File: src/rtl/cla_pipe_addsub_if.sv
// Stream interface for cla_pipe_addsub: operand beat in, result beat out.
// The modulus q exists only when CLA_MODRED_EN is defined.
interface cla_pipe_addsub_if #(
  parameter int unsigned WIDTH = 128
);
  logic             in_valid;
  logic             in_ready;
  logic [WIDTH-1:0] a;
  logic [WIDTH-1:0] b;
  logic             sub;
  logic             cin;
  logic             out_valid;
  logic             out_ready;
  logic [WIDTH-1:0] sum;
  logic             cout;
`ifdef CLA_MODRED_EN
  logic [WIDTH-1:0] q;

  modport master (
    output in_valid, a, b, sub, cin, q, out_ready,
    input  in_ready, out_valid, sum, cout
  );

  modport slave (
    input  in_valid, a, b, sub, cin, q, out_ready,
    output in_ready, out_valid, sum, cout
  );
`else
  modport master (
    output in_valid, a, b, sub, cin, out_ready,
    input  in_ready, out_valid, sum, cout
  );

  modport slave (
    input  in_valid, a, b, sub, cin, out_ready,
    output in_ready, out_valid, sum, cout
  );
`endif
endinterface

File: src/rtl/cla_pipe_addsub.sv
// Pipelined carry-lookahead adder/subtractor, one BLOCK-bit slice per stage.
// Stage 0 registers the operands (B already inverted for subtract); stage k
// resolves slice k from its register and hands slice sum and carry onward.
// The last stage resolves its slice combinationally onto the output.
// Optional macro CLA_MODRED_EN adds a modulus input and a registered
// modular correction stage (latency NBLK+1 instead of NBLK).
module cla_pipe_addsub #(
  parameter int unsigned WIDTH = 128,
  parameter int unsigned BLOCK = 32
) (
  input  logic             clk,
  input  logic             rst_n,
  cla_pipe_addsub_if.slave bus
);

  localparam int unsigned NBLK = WIDTH / BLOCK;

  // One slice of lookahead: carries flattened from g/p across the slice.
  function automatic logic [BLOCK:0] cla_slice(
    input logic [BLOCK-1:0] x,
    input logic [BLOCK-1:0] y,
    input logic             ci
  );
    logic [BLOCK-1:0] p;
    logic [BLOCK-1:0] g;
    logic [BLOCK:0]   c;
    p    = x ^ y;
    g    = x & y;
    c[0] = ci;
    for (int unsigned i = 0; i < BLOCK; i++) begin
      c[i+1] = g[i] | (p[i] & c[i]);
    end
    return {c[BLOCK], p ^ c[BLOCK-1:0]};
  endfunction

  logic [NBLK-1:0]  v_q, v_d;
  logic [NBLK-1:0]  c_q, c_d;
  logic [WIDTH-1:0] a_q [NBLK];
  logic [WIDTH-1:0] a_d [NBLK];
  logic [WIDTH-1:0] b_q [NBLK];
  logic [WIDTH-1:0] b_d [NBLK];
  logic [WIDTH-1:0] s_q [NBLK];
  logic [WIDTH-1:0] s_d [NBLK];

  logic [BLOCK-1:0] slice_sum [NBLK];
  logic [NBLK-1:0]  slice_co;
  logic [WIDTH-1:0] fsum;
  logic             fcout;
  logic             en;
  logic             out_valid;

  assign en           = !out_valid || bus.out_ready;
  assign bus.in_ready = en;

  // Per-stage slice resolution and the assembled final-stage result.
  always_comb begin
    for (int unsigned k = 0; k < NBLK; k++) begin
      {slice_co[k], slice_sum[k]} = cla_slice(a_q[k][k*BLOCK +: BLOCK],
                                              b_q[k][k*BLOCK +: BLOCK],
                                              c_q[k]);
    end
    fsum = s_q[NBLK-1];
    fsum[(NBLK-1)*BLOCK +: BLOCK] = slice_sum[NBLK-1];
    fcout = slice_co[NBLK-1];
  end

  // Next-state for the skewed pipe: operands and finished low slices travel with the beat.
  always_comb begin
    v_d[0] = bus.in_valid;
    a_d[0] = bus.a;
    b_d[0] = bus.sub ? ~bus.b : bus.b;
    c_d[0] = bus.sub | bus.cin;
    s_d[0] = '0;
    for (int unsigned k = 1; k < NBLK; k++) begin
      v_d[k] = v_q[k-1];
      a_d[k] = a_q[k-1];
      b_d[k] = b_q[k-1];
      c_d[k] = slice_co[k-1];
      s_d[k] = s_q[k-1];
      s_d[k][(k-1)*BLOCK +: BLOCK] = slice_sum[k-1];
    end
  end

  // Pipe registers advance together under the global enable.
  always_ff @(posedge clk or negedge rst_n) begin
    if (!rst_n) begin
      v_q <= '0;
      c_q <= '0;
      for (int unsigned k = 0; k < NBLK; k++) begin
        a_q[k] <= '0;
        b_q[k] <= '0;
        s_q[k] <= '0;
      end
    end else if (en) begin
      v_q <= v_d;
      c_q <= c_d;
      for (int unsigned k = 0; k < NBLK; k++) begin
        a_q[k] <= a_d[k];
        b_q[k] <= b_d[k];
        s_q[k] <= s_d[k];
      end
    end
  end

`ifdef CLA_MODRED_EN
  logic [NBLK-1:0]  sub_q, sub_d;
  logic [WIDTH-1:0] m_q [NBLK];
  logic [WIDTH-1:0] m_d [NBLK];
  logic [WIDTH-1:0] r_q, r_d;
  logic             rc_q;
  logic             rv_q;

  // Operation type and modulus ride alongside each beat.
  always_comb begin
    sub_d[0] = bus.sub;
    m_d[0]   = bus.q;
    for (int unsigned k = 1; k < NBLK; k++) begin
      sub_d[k] = sub_q[k-1];
      m_d[k]   = m_q[k-1];
    end
  end

  // Modular correction of the raw result; cout keeps the raw carry.
  always_comb begin
    r_d = fsum;
    if (sub_q[NBLK-1]) begin
      if (!fcout) r_d = fsum + m_q[NBLK-1];
    end else if (fcout || (fsum >= m_q[NBLK-1])) begin
      r_d = fsum - m_q[NBLK-1];
    end
  end

  // Side-band pipe plus the registered correction stage.
  always_ff @(posedge clk or negedge rst_n) begin
    if (!rst_n) begin
      sub_q <= '0;
      for (int unsigned k = 0; k < NBLK; k++) m_q[k] <= '0;
      r_q  <= '0;
      rc_q <= 1'b0;
      rv_q <= 1'b0;
    end else if (en) begin
      sub_q <= sub_d;
      for (int unsigned k = 0; k < NBLK; k++) m_q[k] <= m_d[k];
      r_q  <= r_d;
      rc_q <= fcout;
      rv_q <= v_q[NBLK-1];
    end
  end

  assign out_valid = rv_q;
  assign bus.sum   = r_q;
  assign bus.cout  = rc_q;
`else
  assign out_valid = v_q[NBLK-1];
  assign bus.sum   = fsum;
  assign bus.cout  = fcout;
`endif

  assign bus.out_valid = out_valid;

endmodule

File: src/flat_wrapper.sv
// flat-port wrapper written by rule: the top's interface ports become plain ports
module cla_pipe_addsub_flat 
#(
  parameter int unsigned WIDTH = 128,
  parameter int unsigned BLOCK = 32
)
  (clk, rst_n, bus_in_valid, bus_a, bus_b, bus_sub, bus_cin, bus_out_ready, bus_in_ready, bus_out_valid, bus_sum, bus_cout);
  cla_pipe_addsub_if #(.WIDTH(WIDTH)) bus_i ();
  input  logic clk;
  input  logic rst_n;
  input wire logic [$bits(bus_i.in_valid)-1:0] bus_in_valid;
  input wire logic [$bits(bus_i.a)-1:0] bus_a;
  input wire logic [$bits(bus_i.b)-1:0] bus_b;
  input wire logic [$bits(bus_i.sub)-1:0] bus_sub;
  input wire logic [$bits(bus_i.cin)-1:0] bus_cin;
  input wire logic [$bits(bus_i.out_ready)-1:0] bus_out_ready;
  output wire logic [$bits(bus_i.in_ready)-1:0] bus_in_ready;
  output wire logic [$bits(bus_i.out_valid)-1:0] bus_out_valid;
  output wire logic [$bits(bus_i.sum)-1:0] bus_sum;
  output wire logic [$bits(bus_i.cout)-1:0] bus_cout;
  assign bus_i.in_valid = bus_in_valid;
  assign bus_i.a = bus_a;
  assign bus_i.b = bus_b;
  assign bus_i.sub = bus_sub;
  assign bus_i.cin = bus_cin;
  assign bus_i.out_ready = bus_out_ready;
  assign bus_in_ready = bus_i.in_ready;
  assign bus_out_valid = bus_i.out_valid;
  assign bus_sum = bus_i.sum;
  assign bus_cout = bus_i.cout;
  cla_pipe_addsub #(.WIDTH(WIDTH), .BLOCK(BLOCK)) u_core (.clk(clk), .rst_n(rst_n), .bus(bus_i));
endmodule
File: config.mk
export PLATFORM = sky130hd
export DESIGN_NAME = cla_pipe_addsub_flat
export DESIGN_NICKNAME = d
export VERILOG_FILES = /design/src/rtl/cla_pipe_addsub_if.sv /design/src/rtl/cla_pipe_addsub.sv /design/src/flat_wrapper.sv
export SDC_FILE = /design/constraint.sdc
export NUM_CORES = 2
export LEC_CHECK = 0
export CORE_ASPECT_RATIO = 0.75
export CORE_MARGIN = 5
export CORE_UTILIZATION = 52
export DETAILED_ROUTE_END_ITERATION = 8
export MAX_ROUTING_LAYER = met4
export PLACE_DENSITY = 0.75
export SLEW_MARGIN = 20
export SYNTH_ARGS = -nofsm -noshare
export SYNTH_HDL_FRONTEND = slang
export SYNTH_SLANG_ARGS = --single-unit
File: constraint.sdc
create_clock -name clk -period 14.5 [get_ports clk]
set_clock_uncertainty 0.05 [all_clocks]
set_input_delay 2.9 -clock clk [delete_from_list [all_inputs] [get_ports clk]]
set_output_delay 2.9 -clock clk [all_outputs]
set_load 0.05 [all_outputs]
==> results.tsv <==
metric	value	unit
asr flop ratio synth	100	%
Worst Path Buf+Inv	5	
fin area	44600	um^2
dpl cell area	41600	um^2
via count	17800	
Inst Count DP	3348	
die area	77300	um^2
sequential share of the synthesized area	56.3	%
YS warnings	0	
clk_lat worst skew	0.63	ns
hold_buf cts	0	
largest net degree at the start of global routing	174	
Least-Margin Pin Slew	1.14	ns
main area contributors after synthesis	dfrtp_1 56%, mux2_4 20%, mux2_2 9.9%	
initial drt markers	964	
WHS Endpoint	u_core.v_q[3]	
Via-to-Cell Ratio	5.07	
Worst slew margin	24.3	%
slowest CP cell	fa_2	
P_leak	20.3	nW
worst r2r path cells	36	
clock root buffer	clkbuf_16	
number of synthesized flops with an enable pin	0	
area leader, netlist	dfrtp_1	
placer congestion estimate	0.826	
PwrDens	262	nW/um^2
Yosys top cell area share	56.3	%
Layout Nets	2867	
number of global-route vias before repair	20400	
reg2reg setup slack	1.03	ns
GRT Util Overall	19.3	%
DRT Pass-1 Iters	4	
Max VDD drop	200	uV
startpoint types	register	
critical path data required time	11.55	ns
drt drc	0	
CP Max Fanout	2	
IO Port Bufs	392	
Final Critical Period	15.60	ns
share of cells above drive strength 1	40.7	%
Max Buffers Root-to-Sink	3	
Antenna Nets Post-Route	0	
die height	242	um
Synth-to-Final Area Change	19.3	%
most frequent CP cell	fa_2	
clock sink count	840	
CP max stage delay	0.44	ns
filler cell count	5042	
Core Box Area	71500	um^2
synthesized instance count	2084	
Std-Cell Rows	85	
antenna violations before repair	7	
TritonCTS clock tree	done	
HPWL after detailed placement	48500	um
I/O pins	393	
Routed wire per std cell	20.6	um
first-pass GRT wire length	117000	um
crit path kind	reg -> out	
final wirelength	72000	um
commonest cells in the netlist	840 x dfrtp_1, 500 x mux2_4, 327 x mux2_2	
cts bufs inserted	81	
Hold Path Cell Cnt	1	
maxcap violations	0	
Post-Syn Nets	2474	
fmax	64.1	MHz
GR Overflow Total	0	
worst setup margin	-1.10	ns
Slew Limit Fails	0	
Final Hold Vio Count	0	
reg-to-reg critical path endpoint	u_core.s_d[159]	
CP delay by family, top	adder cells	
outcome	complete, but fails checks	
fin crit share	108	%
worst reg2reg startpoint	u_core.b_d[256]	
failing checks	negative setup slack	
Final Non-Filler Cells	3504	
RSZ-0062 raised after global routing	yes	
Starting Density	52.3	%
Crit. End Element	primary output	
most common cell in the netlist	dfrtp_1	
Hold Startpoint	u_core.v_q[2]	
HP Class	reg -> reg	
H-tree levels	3	
die width	319	um
Yosys reg bits	840	
CP arrival	12.65	ns
final-report setup violation count	5	
Synth Area per Inst	17.9	um^2
Most used DFF post-synth	dfrtp_1	
Netlist cell types	18	
synthesized cell area	37400	um^2
Worst-path clk slew	0.06	ns
-- layout make-up --
type                       count  area, um^2  area share (%)
sequential                   840       21000            47.2
multi-input combinational   1104       15100            33.9
timing repair buffer         419        4220            9.47
clock buffer                 114        2390            5.37
tap                          957        1200            2.69
clock inverter                32         495            1.11
inverter                      31         120           0.269
antenna                        7        17.5          0.0393
-- where the power goes --
group	switching, mW	leakage [nW]	total [mW]	internal [mW]
clock	0.904	1.42	2.26	1.35
combinational	2.54	9.07	5.31	2.77
sequential	0.732	9.78	4.13	3.39
total	4.18	20.3	11.7	7.52
-- logic make-up (layout without fill, tap and decap cells) --
| family | Yosys count | count (layout) | share of synthesized area [%] |
|---|---|---|---|
| adders and majority gates | 128 | 128 | 6.86 |
| other | 0 | 7 | 0 |
| AOI/OAI and AO/OA | 6 | 6 | 0.0804 |
| DFF | 840 | 840 | 56.3 |
| xor gates and xnor gates | 128 | 128 | 3.00 |
| buffers and inverters | 140 | 596 | 3.50 |
| and+or+nand+nor | 9 | 9 | 0.164 |
| muxes | 833 | 833 | 30.1 |
-- cell usage in the layout, fill, tap and decap left out --
cell type / count
clkbuf_4: 1
xnor2_1: 2
clkbuf_16: 83
dfrtp_1: 840
buf_16: 1
fa_2: 31
bufinv_16: 11
clkinv_2: 12
clkdlybuf4s50_1: 383
nand2b_1: 1
mux2_4: 500
xor2_1: 126
nor3b_1: 6
inv_2: 4
buf_6: 4
buf_4: 22
mux2_2: 327
clkinv_8: 4
buf_8: 1
clkinvlp_4: 4
fa_1: 97
buf_12: 6
nor2_1: 1
clkbuf_8: 20
inv_6: 2
nand2b_4: 1
a21oi_1: 6
dlygate4sd2_1: 1
clkbuf_1: 11
inv_1: 26
diode_2: 7
mux2i_1: 6
-- layer usage --
layer | track usage (%) | wire length [um] | vias up
met5 | - | 0 | -
met4 | 5.83 | 1900 | 0
met3 | 4.03 | 3250 | 108
met2 | 28.6 | 32900 | 317
met1 | 27.3 | 34000 | 9394
li1 | - | - | 7947
-- what timing repair did --
| item | CTS | global route |
|---|---|---|
| endpoints found under the setup margin | 7 | 6 |
| resized for setup | 10 | 5 |
| buffers inserted | 1 | 1 |
| pin swaps | 1 | 0 |
-- worst max path at each step --
stage / start / end / cells after the start / slack (ns)
floorplan: u_core.b_q[96] / bus_sum[127] / 36 / -0.02
detailed placement: u_core.a_q[96] / bus_sum[127] / 37 / -0.52
finish: u_core.a_q[96] / bus_sum[127] / 37 / -1.10
CTS: u_core.a_q[96] / bus_sum[127] / 37 / -1.16
global placement: u_core.b_q[96] / bus_sum[127] / 37 / -0.40
global route: u_core.a_q[96] / bus_sum[127] / 37 / -1.41
-- state kept, by name, indices dropped and copies added (netlist names) --
signal          cells
u_core.b_q         32
u_core.v_q          4
u_core.b_d        288
u_core.s_d         96
u_core.a_q         32
u_core.bus.sum     96
u_core.c_q          4
u_core.a_d        288
-- metrics by stage --
step / TNS [ns] / utilization, % / power, mW / setup slack (ns) / hold WS [ns]
2_1_floorplan: -0.0222 / - / 8.12 / -0.0222 / 0.385
3_3_place_gp: -0.506 / 58.2 / 9.29 / -0.403 / 0.395
3_5_place_dp: -0.784 / 58.2 / 9.49 / -0.518 / 0.415
4_1_cts: -3.28 / 62.3 / 11.8 / -1.16 / 0.426
5_1_grt: -4.46 / 62.4 / 12.4 / -1.41 / 0.460
6_report: -3.00 / 62.4 / 11.7 / -1.10 / 0.431
(Power assumes the default switching activity.)
